==> src/rtl/smsdac_seg_core.sv <==
// Segmented mismatch-shaping DAC core: 0/1/2-order error-feedback requantiser feeding
// NSEG binary-weighted 3-level segments. Optional LFSR dither: define SMSDAC_DITHER_EN.
module smsdac_seg_core #(
   parameter int DIN_W = 8,
   parameter int NSEG  = 4
) (
   input  logic              clk,
   input  logic              rst_b,
   input  logic [DIN_W-1:0]  d_in,
   input  logic [1:0]        ns_order,
   input  logic              ms_en,
   output logic [2*NSEG-1:0] d_out
);
   localparam int SH  = DIN_W - NSEG;
   localparam int W_W = DIN_W + 4;
   localparam int Q_W = NSEG + 2;
   localparam int E_W = SH + 1;

   localparam logic [DIN_W-1:0]      MID_IN = DIN_W'(2**(DIN_W-1));
   localparam logic signed [W_W-1:0] MID_W  = W_W'(2**(DIN_W-1));
   localparam logic signed [W_W-1:0] HALF_S = W_W'(2**(SH-1));
   localparam logic signed [W_W-1:0] EMIN_W = -HALF_S;
   localparam logic signed [W_W-1:0] EMAX_W = HALF_S - W_W'(1);
   localparam logic signed [W_W-1:0] QMAX_W = W_W'(2**NSEG - 1);
   localparam logic signed [W_W-1:0] QMIN_W = -QMAX_W;
   localparam logic signed [Q_W-1:0] ONE_Q  = Q_W'(1);

   // Stage 1 registers
   logic [DIN_W-1:0]      din_q;
   logic [1:0]            ord_q;
   logic                  ms1_q;

   // Stage 2 registers and next state
   logic [1:0]            ord_prev_q;
   logic                  ms2_q;
   logic signed [Q_W-1:0] q_d, q_q;
   logic signed [E_W-1:0] e_d, e1_q, e2_q;

   // Stage 3 registers and next state
   logic [NSEG-1:0]       s_d, s_q;
   logic [2*NSEG-1:0]     code_d, d_out_q;

   // Requantiser datapath
   logic                  ord_chg;
   logic signed [W_W-1:0] u_w, fb_w, w_w, qr_w, ew_w, dith_w;

   // Encoder working variables
   logic signed [Q_W-1:0] enc_r, enc_lim;
   logic                  enc_pos;

`ifdef SMSDAC_DITHER_EN
   localparam logic signed [W_W-1:0] QTR_S = W_W'(2**(SH-2));
   logic [14:0] lfsr_q;

   always_ff @(posedge clk or negedge rst_b) begin
      if (!rst_b) lfsr_q <= 15'h0001;
      else        lfsr_q <= {lfsr_q[13:0], lfsr_q[14] ^ lfsr_q[13]};
   end

   assign dith_w = lfsr_q[0] ? QTR_S : -QTR_S;
`else
   assign dith_w = '0;
`endif

   // NOTE: din_q resets to mid-scale (u = 0) so the empty pipeline yields q = 0 and
   // leaves the error registers at zero instead of feeding back a full-scale error.
   always_ff @(posedge clk or negedge rst_b) begin
      if (!rst_b) begin
         din_q <= MID_IN;
         ord_q <= 2'd0;
         ms1_q <= 1'b0;
      end else begin
         din_q <= d_in;
         ord_q <= ns_order;
         ms1_q <= ms_en;
      end
   end

   always_comb begin
      ord_chg = (ord_q != ord_prev_q);
      u_w     = W_W'($signed({1'b0, din_q})) - MID_W;
      if (ord_chg || ord_q == 2'd0) fb_w = u_w;
      else if (ord_q == 2'd1)       fb_w = u_w + W_W'(e1_q);
      else                          fb_w = u_w + (W_W'(e1_q) <<< 1) - W_W'(e2_q);
      w_w  = fb_w + dith_w;
      // Arithmetic shift of (w + S/2) is floor((w + S/2) / S)
      qr_w = (w_w + HALF_S) >>> SH;
      if (qr_w > QMAX_W)      q_d = Q_W'(QMAX_W);
      else if (qr_w < QMIN_W) q_d = Q_W'(QMIN_W);
      else                    q_d = Q_W'(qr_w);
      ew_w = w_w - (W_W'(q_d) <<< SH);
      if (ew_w > EMAX_W)      e_d = E_W'(EMAX_W);
      else if (ew_w < EMIN_W) e_d = E_W'(EMIN_W);
      else                    e_d = E_W'(ew_w);
   end

   always_ff @(posedge clk or negedge rst_b) begin
      if (!rst_b) begin
         q_q        <= '0;
         e1_q       <= '0;
         e2_q       <= '0;
         ord_prev_q <= 2'd0;
         ms2_q      <= 1'b0;
      end else begin
         q_q        <= q_d;
         ms2_q      <= ms1_q;
         ord_prev_q <= ord_q;
         if (ord_chg) begin
            e1_q <= '0;
            e2_q <= '0;
         end else begin
            e1_q <= e_d;
            e2_q <= e1_q;
         end
      end
   end

   // NOTE: enc_r is reassigned per segment; blocking assignment makes each loop
   // iteration see the residual left by the previous one.
   always_comb begin
      enc_r   = q_q;
      enc_lim = '0;
      enc_pos = 1'b0;
      s_d     = s_q;
      code_d  = '0;
      for (int k = 0; k < NSEG; k++) begin
         enc_lim = Q_W'((1 << (NSEG - k)) - 1);
         if (enc_r[0]) begin
            if (enc_r == enc_lim || enc_r == -enc_lim) begin
               enc_pos = ~enc_r[Q_W-1];
            end else if (ms2_q) begin
               enc_pos = ~s_q[k];
               s_d[k]  = ~s_q[k];
            end else begin
               enc_pos = 1'b1;
            end
            code_d[2*k +: 2] = enc_pos ? 2'b10 : 2'b01;
            enc_r = enc_pos ? ((enc_r - ONE_Q) >>> 1) : ((enc_r + ONE_Q) >>> 1);
         end else begin
            enc_r = enc_r >>> 1;
         end
      end
   end

   always_ff @(posedge clk or negedge rst_b) begin
      if (!rst_b) begin
         s_q     <= '0;
         d_out_q <= '0;
      end else begin
         s_q     <= s_d;
         d_out_q <= code_d;
      end
   end

   assign d_out = d_out_q;

endmodule

==> config.mk <==
export PLATFORM = sky130hd
export DESIGN_NAME = smsdac_seg_core
export DESIGN_NICKNAME = d
export VERILOG_FILES = /design/src/rtl/smsdac_seg_core.sv
export SDC_FILE = /design/constraint.sdc
export NUM_CORES = 1
export LEC_CHECK = 0
export CORE_UTILIZATION = 55
export CTS_BUF_LIST = sky130_fd_sc_hd__clkbuf_8
export CTS_CLUSTER_DIAMETER = 200
export DETAILED_ROUTE_END_ITERATION = 8
export HOLD_SLACK_MARGIN = 0.02
export PLACE_DENSITY_LB_ADDON = 0.2
export RECOVER_POWER = 100
export SLEW_MARGIN = 25
export SYNTH_ARGS = -nofsm -noshare
export SYNTH_HDL_FRONTEND = slang
export SYNTH_SLANG_ARGS = --single-unit
==> constraint.sdc <==
create_clock -name clk -period 8.8 [get_ports clk]
set_input_delay 1.32 -clock clk [delete_from_list [all_inputs] [get_ports clk]]
set_output_delay 1.32 -clock clk [all_outputs]
set_load 0.03 [all_outputs]
* Word-level counts from Yosys, hierarchy flattened
Cells that the tools add are included.
Word-level totals: output and inout bits 8, register bits after elaboration 42, input port bits 13, word-level logic and storage cells 95
Cells by class: reductions and logical operators 10, magnitude comparators 4, $add $sub $neg 12, bitwise gates (word level) 12, eq/ne operators 10, muxes and demuxes 34
Operators with widths (number):
- 6-bit two-way mux | 8
- 12-bit two-way mux | 2
- 5-bit two-way mux | 4
- 6-bit by 2-bit adder with 6-bit output (second input constant) | 3
- 6-bit by 2-bit subtractor with 6-bit output (second input constant) | 3
- 2-bit two-way mux | 8
- 12-bit by 5-bit adder with 12-bit output (second input constant) | 1
- 6-bit by 3-bit equality test with 1-bit output (second input constant) | 2
- 6-bit by 4-bit equality test with 1-bit output (second input constant) | 2
- 6-bit by 5-bit equality test with 1-bit output (second input constant) | 2
- 12-bit by 4-bit > comparator with 1-bit output (second input constant) | 1
- 12-bit by 4-bit less-than comparator with 1-bit output (second input constant) | 1
- 1-bit two-way mux | 12
- 1-bit NOT | 12
- 3-bit AND reduction | 4
- 12-bit by 10-bit subtractor with 12-bit output | 1
- 10-bit by 5-bit subtractor with 11-bit output | 1
- 9-bit by 5-bit adder with 10-bit output | 1
- 9-bit by 6-bit adder with 10-bit output | 1
- 8-bit by 8-bit subtractor with 9-bit output (second input constant) | 1
- 8-bit by 5-bit > comparator with 1-bit output (second input constant) | 1
- 8-bit by 5-bit less-than comparator with 1-bit output (second input constant) | 1
- 6-bit by 1-bit equality test with 1-bit output (second input constant) | 1
- 6-bit by 2-bit equality test with 1-bit output (second input constant) | 1
- other kinds (4) | 8

* Depth between registers and ports, before layout
Gate-level depths: netlist of the first run.
depth in word-level cells 24, gate-level depth with buffers 33, mapped depth without buffers 32

* Least setup slack after synthesis of the first run
No wires, ideal clock.
path kind register to register, start register q_q[0], end register s_q[3], setup slack 2114 ps, setup time 134 ps, path buffers 1, required time 8666 ps, cell stages (with the launch flop) 31, arrival 6552 ps, period minus slack after synthesis 6686 ps, cell sequence dfrtp_1 -> buf_6 -> nand4_1 -> o311a_1 -> nor2_1 -> ha_1 -> a21oi_1 -> o221ai_1 -> a21o_1 -> a31oi_2 -> nor2_2 -> o41ai_1 -> o21ai_0 -> ha_1 -> o211ai_1 -> nand2_1 -> a21oi_1 -> a221oi_1 -> a21oi_2 -> nor4_2 -> a21oi_1 -> a21oi_1 -> ha_1 -> o21ai_0 -> nand2b_1 -> or3_1 -> o22ai_1 -> o21ai_0 -> a2111oi_0 -> a211oi_1 -> xor2_1
On the way: longest elaborated chain between the ends 22, elaborated cells between the ends (all ways) 34, those cells by class add/sub (6); eq/ne (8); mux (12); bitwise (3); reduce/logical (5)
Ends and longest elaborated chain:
- start, declared | RTL line 36 | logic signed [Q_W-1:0] q_d, q_q;
- start signal, assigned | RTL line 105 | q_q <= q_d;
- branches (longest 5 deep; another with 6-bit by 2-bit adder with 6-bit output)
- 6-bit two-way mux (*) | RTL line 128 | if (enc_r[0]) begin
- branches (longest 5 deep; another with 6-bit by 2-bit adder with 6-bit output)
- 6-bit two-way mux (*) | RTL line 128
- branches (longest 5 deep; another with 6-bit by 2-bit adder with 6-bit output)
- 6-bit two-way mux (*) | RTL line 128
- 6-bit by 2-bit equality test with 1-bit output / 6-bit by 1-bit equality test with 1-bit output (equally long branches) | RTL line 129 | if (enc_r == enc_lim || enc_r == -enc_lim) begin
- 1-bit logical OR | RTL line 129
- 1-bit NOT (no line)
- 3-bit AND reduction (no line) (*)
- end signal, assigned | RTL line 147 | s_q <= '0;
- end signal, assigned | RTL line 150 | s_q <= s_d;
- end, declared | RTL line 40 | logic [NSEG-1:0] s_d, s_q;
Every way passes the cells marked *. The select of a mux whose other input is x is not followed. A chain may end at the register's enable or synchronous reset.

* Worst setup path after layout of the first run
Same ends and word-level chain as after synthesis.

==> impl_results.rst, run 1 <==
.. list-table::
   :header-rows: 1

   * - Metric
     - Value
   * - Source of the critical timing path
     - q_q[0]
   * - Post-route DRC
     - 0
   * - Number of distinct standard cells referenced by the synthesized netlist
     - 71
   * - Aggregate negative setup slack
     - 0 ns
   * - Per-cell routed wire length
     - 14.73 um
   * - Top-level I/O count
     - 21
   * - Final antenna-violating net count
     - 0
   * - Crit-path slowest cell
     - sky130_fd_sc_hd__dfrtp_2
   * - Max-slew violation total from the final report
     - 43
   * - Sequential area share after synthesis
     - 0.2665
   * - Status
     - finished, violations left
   * - Maximum net fanout on the critical path
     - 18
   * - Flip-flop and latch count after synthesis
     - 42
   * - Die span in x
     - 86.73 um
   * - Worst stage delay on the critical path
     - 0.54 ns
   * - Source of the worst hold timing path
     - ms1_q
   * - Dominant combinational cell family by area after synthesis
     - compound AO/OA/AOI/OAI gates
   * - Worst Path Required
     - 8.98 ns
   * - Detailed-route wire length
     - 8513 um
   * - Post-CTS Hold Fix Bufs
     - 0
   * - Hold crit path type
     - reg2reg
   * - Post-synth net total
     - 522
   * - Area added between synthesis and finish
     - 8.872%
   * - Maximum capacitance violations
     - 1
   * - Die boundary height
     - 86.73 um
   * - Most common cell after layout, fill and taps aside
     - sky130_fd_sc_hd__inv_1
   * - Complex-gate fraction of the synthesized area
     - 0.2570
   * - Critical path depth in cells
     - 31
   * - Timing-limited maximum frequency
     - 126.1 MHz
   * - Cell depth of the worst flop-to-flop path
     - 31
   * - Gr usage total
     - 0.2478
   * - Final period demand of the worst path
     - 7.928 ns
   * - Post-Synth Simple-Gate Area
     - 0.1930
   * - Most instantiated flip-flop cell in the synthesis netlist
     - sky130_fd_sc_hd__dfrtp_1
   * - Post-synth EDFFs
     - 0
   * - Placement Rows
     - 30
   * - Most frequent cells in the layout
     - 48 x sky130_fd_sc_hd__inv_1, 40 x sky130_fd_sc_hd__dfrtp_1, 35 x sky130_fd_sc_hd__ha_1, 34 x sky130_fd_sc_hd__a21oi_1, 31 x sky130_fd_sc_hd__nor2_1
   * - DR vias/cell
     - 6.057
   * - Post-synthesis cell count
     - 464
   * - Effective utilization at floorplan
     - 0.5749
   * - Sinks on the clock net
     - 42
   * - Die area
     - 7522 um^2
   * - Unrepaired setup endpoints after global routing
     - no
   * - Adder and majority gate portion of the synthesized area
     - 0.1616
   * - Reg-to-reg startpoint
     - q_q[0]
   * - Clock latency reported for the late side of the worst-skew pair
     - 0.30 ns
   * - Buffering stage count on the worst path with inverters included
     - 1
   * - I/O Buffers
     - 20
   * - DR iter-0 viols
     - 325
   * - Post-synthesis instance area
     - 3949 um^2
   * - Fraction of synthesized area in multiplexers
     - 0.007605
   * - Max H-tree Level
     - 2
   * - Net count, final
     - 539
   * - Antenna violations before repair
     - 0
   * - Crit start category
     - register
   * - Clock Tree Root
     - sky130_fd_sc_hd__clkbuf_8
   * - Worst-Margin Slew
     - 2.197 ns
   * - Largest net degree at the start of global routing
     - 43
   * - Classification of the worst setup path
     - reg2reg
   * - Filler Cells Inserted
     - 607
   * - Bufs on Longest Clock Path
     - 2
   * - Via count of the first global-routing pass
     - 3258
   * - Arrival time reported for the critical path endpoint
     - 8.11 ns
   * - Final hold violation count
     - 0
   * - Depth of the worst hold-timing path
     - 0
   * - Placed wire-length estimate
     - 6637 um
   * - Register-to-Register Setup Slack
     - 0.87 ns
   * - Synthesis Warnings
     - 0
   * - Top delay family on crit path
     - compound AO/OA/AOI/OAI gates
   * - Gpl congestion
     - 1.015
   * - Proportion of synthesized flip-flops having asynchronous set or reset
     - 1.000
   * - Total inserted antenna cells
     - 0
   * - GRT Residual Overflow
     - 0
   * - Element type at the critical path end
     - register
   * - First-pass iteration count of the detailed router
     - 7
   * - Fin crit share
     - 0.9009
   * - CTS Buf Count
     - 5
   * - Clock-pin slew on the worst setup and hold paths
     - 0.09 ns
   * - Max-slew headroom at the worst pin
     - -0.4645
   * - Total vias in the final route
     - 3501
   * - Wire length of the first global-routing pass
     - 14970 um
   * - CTS tree
     - built
   * - Placeable core region
     - 6869 um^2
   * - Synthesized area per cell
     - 8.510 um^2
   * - Violations in the final reports
     - max-capacitance violations, max-slew violations
   * - Worst-case clock skew
     - 0.01106 ns
   * - Post-synthesis xor/xnor area fraction
     - 0.05545
   * - Number of endpoints failing setup at the final stage
     - 0
   * - Layout cells sized above 1
     - 0.04772
-- cells in the mapped netlist (3+ instances only) --
cell,n,area (um^2)
sky130_fd_sc_hd__a21boi_0,3,22.52
sky130_fd_sc_hd__nand4_1,4,25.02
sky130_fd_sc_hd__inv_1,48,180.2
sky130_fd_sc_hd__a21oi_1,34,170.2
sky130_fd_sc_hd__a21o_1,14,105.1
sky130_fd_sc_hd__xnor2_1,19,166.4
sky130_fd_sc_hd__nand2b_1,5,31.28
sky130_fd_sc_hd__nor2_1,30,112.6
sky130_fd_sc_hd__nand3_1,13,65.06
sky130_fd_sc_hd__o21a_1,9,67.56
sky130_fd_sc_hd__o21ai_1,6,30.03
sky130_fd_sc_hd__and2_1,5,31.28
sky130_fd_sc_hd__xor2_1,6,52.55
sky130_fd_sc_hd__a211oi_1,4,30.03
sky130_fd_sc_hd__o21bai_1,5,37.54
sky130_fd_sc_hd__and3_1,5,31.28
sky130_fd_sc_hd__fa_1,10,200.2
sky130_fd_sc_hd__nor3_1,18,90.09
sky130_fd_sc_hd__a31oi_1,6,37.54
sky130_fd_sc_hd__nand2_1,26,97.59
sky130_fd_sc_hd__clkbuf_1,5,18.77
sky130_fd_sc_hd__o21ai_0,28,140.1
sky130_fd_sc_hd__o22ai_1,4,25.02
sky130_fd_sc_hd__dfrtp_1,41,1026
sky130_fd_sc_hd__ha_1,35,437.9
sky130_fd_sc_hd__mux2i_1,3,30.03
sky130_fd_sc_hd__nor2b_1,11,68.82
sky130_fd_sc_hd__o211ai_1,4,30.03
sky130_fd_sc_hd__buf_2,3,15.01
sky130_fd_sc_hd__nor3b_1,4,30.03
-- stage by stage --
step	hold WS [ns]	util	setup WS, ns	cells	cell area [um^2]
2_1_floorplan	0.3312	-	2.114	464	3949
3_3_place_gp	0.3395	0.6131	1.349	570	4212
3_5_place_dp	0.3434	0.6131	0.9538	570	4212
4_1_cts	0.3658	0.6266	0.9309	578	4304
5_1_grt	0.3951	0.6259	0.08178	578	4299
6_report	0.3640	0.6259	0.8724	578	4299
-- registers in the layout (all words and copies together), names as in the netlist --
name        count
ms2_q           1
din_q           8
e2_q            5
ord_q           2
e1_q            5
q_q             6
d_out           8
s_q             4
ord_prev_q      2
ms1_q           1
-- cell type report --
type                    instances  area, um^2  share of cell area
clock buffers                   5       68.82             0.01601
repair buffers                 20       193.9             0.04511
clock inverters                 3       23.77            0.005530
multi-input cells             364        2659              0.6185
flip-flops and latches         42        1054              0.2451
inverters                      48       180.2             0.04191
well taps                      96       120.1             0.02794
-- metal layers --
layer  track usage  vias up  wire length [um]
met5             0        -                 0
met4       0.05455        0                82
met3       0.04476       17               446
met2        0.3903      125              3745
met1        0.3555     1638              4239
li1              -     1721                 -
-- logic make-up after synthesis --
family / count (synthesis)
AOI/OAI and AO/OA: 149
and+or+nand+nor: 142
buffers and inverters: 58
adders and majority gates: 45
DFF: 42
xor gates and xnor gates: 25
muxes: 3
-- final timing paths --
path / to
max: s_q[3]
min: ms2_q
max reg2reg: s_q[3]
min reg2reg: ms2_q
max in group asynchronous: q_q[0]
min in group asynchronous: e2_q[1]
-- worst register-to-register path, delay by kind of cell, from the launching register on --
family	cells	cell delay, ns
compound gates	16	4.06
simple gates	10	1.82
fa+ha+maj	3	1.09
flops	1	0.54
buf+inv	1	0.17
xor+xnor	1	0.16
-- repair_timing --
item	in CTS	in global routing
setup endpoints to repair	0	1
resized for setup	0	1
buffers inserted	0	0
Power of run 1 is not shown: default switching activity piles up to over one toggle a cycle in this logic, so the estimate is an artifact.
==> run 2: changes to the inputs <==
--- a/config.mk
+++ b/config.mk
@@ -5,12 +5,13 @@
 export SDC_FILE = /design/constraint.sdc
 export NUM_CORES = 1
 export LEC_CHECK = 0
+export CORE_MARGIN = 5
 export CORE_UTILIZATION = 55
 export CTS_BUF_LIST = sky130_fd_sc_hd__clkbuf_8
 export CTS_CLUSTER_DIAMETER = 200
 export DETAILED_ROUTE_END_ITERATION = 8
 export HOLD_SLACK_MARGIN = 0.02
-export PLACE_DENSITY_LB_ADDON = 0.2
+export PLACE_DENSITY = 0.75
 export RECOVER_POWER = 100
 export SLEW_MARGIN = 25
 export SYNTH_ARGS = -nofsm -noshare
==> run 2 against run 1 <==
The flow still finishes with violations (max-capacitance violations, max-slew violations); highest routed layer unchanged; global-route usage is 3.1 points lower; largest cell class unchanged; cell area hardly changed; critical path depth stayed put; worst hold slack better by 0.0063 ns; count of clock-buffer cells in the layout is 1 higher; final cell count is 0.17% higher; routed wire length is 5.6% higher; non-clock buffer count is 1 higher; die area is 19% higher; setup slack worse by 0.065 ns.
==> impl_results.rst, run 2 (synthesis gave the netlist of run 1 again) <==
.. list-table::
   :header-rows: 1

   * - Metric
     - Value
   * - Area added between synthesis and finish
     - 8.967%
   * - Most common cell after layout, fill and taps aside
     - sky130_fd_sc_hd__inv_1
   * - Aggregate negative setup slack
     - 0 ns
   * - Crit start category
     - register
   * - Bufs on Longest Clock Path
     - 2
   * - Per-cell routed wire length
     - 15.53 um
   * - Arrival time reported for the critical path endpoint
     - 8.17 ns
   * - Top-level I/O count
     - 21
   * - Depth of the worst hold-timing path
     - 0
   * - Antenna violations before repair
     - 0
   * - GRT met2 Usage
     - 0.3429
   * - Filler Cells Inserted
     - 630
   * - Met1 routing resource usage after global routing
     - 0.3037
   * - Number of endpoints failing setup at the final stage
     - 0
   * - Status
     - finished, violations left
   * - Fin crit share
     - 0.9082
   * - CTS tree
     - built
   * - Placement Rows
     - 30
   * - Gpl congestion
     - 0.8636
   * - Total inserted antenna cells
     - 0
   * - Clock latency reported for the late side of the worst-skew pair
     - 0.30 ns
   * - Worst-case clock skew
     - 0.005544 ns
   * - Sinks on the clock net
     - 42
   * - First-pass iteration count of the detailed router
     - 5
   * - Wire length of the first global-routing pass
     - 15630 um
   * - I/O Buffers
     - 20
   * - Cell depth of the worst flop-to-flop path
     - 31
   * - Max H-tree Level
     - 2
   * - Largest net degree at the start of global routing
     - 43
   * - CTS Buf Count
     - 5
   * - Violations in the final reports
     - max-capacitance violations, max-slew violations
   * - Die span in x
     - 94.73 um
   * - Net count, final
     - 540
   * - Placed wire-length estimate
     - 7037 um
   * - Global routing usage on met3
     - 0.04064
   * - Fin Hold WS
     - 0.3702 ns
   * - Clock Tree Root
     - sky130_fd_sc_hd__clkbuf_8
   * - Final period demand of the worst path
     - 7.992 ns
   * - Layout cells sized above 1
     - 0.04555
   * - Element type at the critical path end
     - register
   * - Worst Path Required
     - 8.98 ns
   * - Classification of the worst setup path
     - reg2reg
   * - Total vias in the final route
     - 3529
   * - Multi-input combinational cell area
     - 2656 um^2
   * - Final antenna-violating net count
     - 0
   * - Unrepaired setup endpoints after global routing
     - no
   * - Worst-Margin Slew
     - 2.211 ns
   * - Hold crit path type
     - reg2reg
   * - Post-CTS repair timing setup buffer count
     - 0
   * - Placeable core region
     - 6907 um^2
   * - Die area
     - 8974 um^2
   * - Via count of the first global-routing pass
     - 3417
   * - Effective utilization at floorplan
     - 0.5717
   * - Die boundary height
     - 94.73 um
   * - Maximum capacitance violations
     - 1
   * - Detailed-route wire length
     - 8990 um
   * - Worst stage delay on the critical path
     - 0.54 ns
   * - Gr usage total
     - 0.2171
   * - Max-slew headroom at the worst pin
     - -0.4742
   * - Max-slew violation total from the final report
     - 43
   * - Final hold violation count
     - 0
   * - Timing-limited maximum frequency
     - 125.1 MHz
   * - Crit-path slowest cell
     - sky130_fd_sc_hd__dfrtp_2
   * - Post-route DRC
     - 0
   * - DR vias/cell
     - 6.095
   * - Sequential Area
     - 1054 um^2
   * - DR iter-0 viols
     - 258
   * - Maximum net fanout on the critical path
     - 18
   * - Layer carrying the most global-route usage
     - met2
   * - Most frequent cells in the layout
     - 49 x sky130_fd_sc_hd__inv_1, 40 x sky130_fd_sc_hd__dfrtp_1, 35 x sky130_fd_sc_hd__ha_1, 34 x sky130_fd_sc_hd__a21oi_1, 31 x sky130_fd_sc_hd__nor2_1
   * - GRT Residual Overflow
     - 0
   * - Clock-pin slew on the worst setup and hold paths
     - 0.08 ns
run 2: cell types whose count changed in the layout (fill, tap and decap cells not counted), sizes merged:
cell and change:
buf +1, clkinv +1, clkbuf +1, clkinvlp -2
run 2: per-stage QoR:
step	util	area [um^2]	cells	setup slack [ns]
4_1_cts	0.6241	4310	579	0.8346
3_5_place_dp	0.6109	4219	571	0.8818
6_report	0.6230	4303	579	0.8076
2_1_floorplan	-	3949	464	2.114
5_1_grt	0.6230	4303	579	0.1085
3_3_place_gp	0.6109	4219	571	1.303
run 2: timing repair:
item,4_1_cts,5_1_grt
resized for setup,0,1
endpoints found under the hold margin,0,0
hold buffers,0,0
setup endpoints to repair,0,3
run 2: worst paths after layout:
check	end	from	slack [ns]
max	s_q[3]	q_q[0]	0.81
min in group asynchronous	din_q[1]	rst_b	1.66
min reg2reg	ms2_q	ms1_q	0.37
max in group asynchronous	q_q[0]	rst_b	5.72
min	ms2_q	ms1_q	0.37
max reg2reg	s_q[3]	q_q[0]	0.81
run 2: critical path, delay by kind of cell (launching register included):
family	cells	cell delay (ns)
AOI/OAI and AO/OA	16	4.00
and+or+nand+nor	10	1.92
adders and majority gates	3	1.10
DFF	1	0.54
xor gates and xnor gates	1	0.15
buffers and inverters	1	0.14
run 2: layout make-up:
class,count,area share
clock buffer,6,0.01919
multi-input combinational,364,0.6173
timing repair buffer,21,0.04682
sequential,42,0.2448
tap,96,0.02792
clock inverter,2,0.002035
inverter,48,0.04187
run 2: metal layers:
| layer | share of wire | wire (um) |
|---|---|---|
| met1 | 0.49 | 4369 |
| met2 | 0.45 | 4006 |
| met4 | 0.015 | 136 |
| met5 | 0 | 0 |
| met3 | 0.053 | 478 |
Power of run 2 is left out for the same reason.
==> run 3: changes to the inputs <==
==> constraint.sdc (replaced) <==
create_clock -name clk -period 9.9 [get_ports clk]
set_input_delay 1.485 -clock clk [delete_from_list [all_inputs] [get_ports clk]]
set_output_delay 1.485 -clock clk [all_outputs]
set_load 0.03 [all_outputs]
==> run 3 against run 2 <==
The flow still finishes with violations (max-capacitance violations, max-slew violations); clock skew rose by 0.0020 ns; non-clock buffer count fell by 1; worst hold slack got worse by 0.011 ns; first-iteration DRC count fell by 10%; register-to-register slack improved by 0.71 ns; routed wire length fell by 2.0%; flip-flop and latch count did not move; largest cell class unchanged; highest routed layer unchanged.
==> impl_results.rst, run 3 (synthesis gave the netlist of run 1 again) <==
.. list-table::
   :header-rows: 1

   * - Metric
     - Value
   * - Max-slew violation total from the final report
     - 43
   * - Clock latency reported for the late side of the worst-skew pair
     - 0.30 ns
   * - I/O Buffers
     - 20
   * - Post-cts sizing count
     - 0
   * - Most repeated library cell on the critical path
     - sky130_fd_sc_hd__a21oi_1
   * - Clock Tree Root
     - sky130_fd_sc_hd__clkbuf_8
   * - DR vias/cell
     - 6.031
   * - Gpl congestion
     - 0.8664
   * - Worst stage delay on the critical path
     - 0.63 ns
   * - Timing-limited maximum frequency
     - 119.3 MHz
   * - Final period demand of the worst path
     - 8.379 ns
   * - Worst Path Required
     - 10.07 ns
   * - Gr usage total
     - 0.2117
   * - Detailed-route wire length
     - 8811 um
   * - Net count, final
     - 539
   * - Total vias in the final route
     - 3486
   * - Final antenna-violating net count
     - 0
   * - Antenna violations before repair
     - 0
   * - Effective utilization at floorplan
     - 0.5717
   * - Unrepaired setup endpoints after global routing
     - no
   * - Post-CTS Hold Fix Bufs
     - 0
   * - Clock-pin slew on the worst setup and hold paths
     - 0.08 ns
   * - Max H-tree Level
     - 2
   * - Element type at the critical path end
     - register
   * - Placement Rows
     - 30
   * - CTS Buf Count
     - 5
   * - Final hold violation count
     - 0
   * - Crit start category
     - register
   * - Crit-path slowest cell
     - sky130_fd_sc_hd__dfrtp_1
   * - Arrival time reported for the critical path endpoint
     - 8.55 ns
   * - Fin crit share
     - 0.8464
   * - Wire length of the first global-routing pass
     - 15210 um
   * - Aggregate negative setup slack
     - 0 ns
   * - Sequential Area
     - 1052 um^2
   * - Die area
     - 8974 um^2
   * - Die boundary height
     - 94.73 um
   * - Classification of the worst setup path
     - reg2reg
   * - Per-cell routed wire length
     - 15.24 um
   * - Multi-input combinational cell area
     - 2636 um^2
   * - Number of endpoints failing setup at the final stage
     - 0
   * - Bufs on Longest Clock Path
     - 2
   * - Maximum capacitance violations
     - 1
   * - Worst-case clock skew
     - 0.007580 ns
   * - Via count of the first global-routing pass
     - 3283
   * - Top-level I/O count
     - 21
   * - Filler Cells Inserted
     - 642
   * - Post-route DRC
     - 0
   * - Sinks on the clock net
     - 42
   * - DR iter-0 viols
     - 232
   * - GRT Residual Overflow
     - 0
   * - Layout cells sized above 1
     - 0.03112
   * - Status
     - finished, violations left
   * - Max-slew headroom at the worst pin
     - -0.4684
   * - Hold crit path type
     - reg2reg
   * - Worst-Margin Slew
     - 2.203 ns
   * - First-pass iteration count of the detailed router
     - 5
   * - Most frequent cells in the layout
     - 50 x sky130_fd_sc_hd__inv_1, 41 x sky130_fd_sc_hd__dfrtp_1, 35 x sky130_fd_sc_hd__a21oi_1, 35 x sky130_fd_sc_hd__ha_1, 31 x sky130_fd_sc_hd__nor2_1
   * - Post-CTS repair timing setup buffer count
     - 0
   * - CTS tree
     - built
   * - Violations in the final reports
     - max-capacitance violations, max-slew violations
   * - Area added between synthesis and finish
     - 8.618%
   * - Die span in x
     - 94.73 um
   * - Most common cell after layout, fill and taps aside
     - sky130_fd_sc_hd__inv_1
   * - Largest net degree at the start of global routing
     - 43
   * - Total inserted antenna cells
     - 0
   * - Maximum net fanout on the critical path
     - 18
   * - Placed wire-length estimate
     - 6887 um
   * - Placeable core region
     - 6907 um^2
run 3: stage by stage:
stage	area [um^2]	hold WS, ns	std cells	worst slack (ns)	util
floorplan	3949	0.3312	464	3.214	-
global placement	4212	0.3425	570	2.385	0.6098
detailed placement	4212	0.3478	570	1.884	0.6098
CTS	4318	0.3650	578	1.834	0.6252
global route	4289	0.3784	578	0.5932	0.6210
finish	4289	0.3596	578	1.521	0.6210
run 3: worst max-delay path, delay by kind of cell (launching register included):
| family | cells | cell delay [ns] |
|---|---|---|
| adder cells (fa/ha/maj) | 3 | 1.16 |
| AO/OA/AOI/OAI | 18 | 4.50 |
| AND/OR/NAND/NOR | 6 | 1.62 |
| XOR/XNOR | 2 | 0.33 |
| flip-flops | 1 | 0.63 |
run 3: worst paths after layout:
| path | slack (ns) | depth (start not counted) | end | start |
|---|---|---|---|---|
| max | 1.52 | 29 | s_q[3] | q_q[0] |
| min | 0.36 | 0 | ms2_q | ms1_q |
| max reg2reg | 1.52 | 29 | s_q[3] | q_q[0] |
| min reg2reg | 0.36 | 0 | ms2_q | ms1_q |
| max in group asynchronous | 6.81 | 1 | s_q[2] | rst_b |
| min in group asynchronous | 1.83 | 1 | e2_q[3] | rst_b |
run 3: layer usage:
layer | GRT usage | share of wire | vias up
li1 | - | - | 1714
met1 | 0.3092 | 0.49 | 1671
met2 | 0.3265 | 0.45 | 90
met3 | 0.03028 | 0.048 | 11
met4 | 0.05889 | 0.013 | 0
met5 | 0 | 0 | -
run 3: cell type report:
type	count	area share
clock buffer	5	0.01604
inverter	48	0.04201
multi-input combinational	364	0.6146
tap	96	0.02800
clock inverter	3	0.008751
timing repair buffer	20	0.04522
sequential	42	0.2453
Power of run 3 is left out for the same reason.
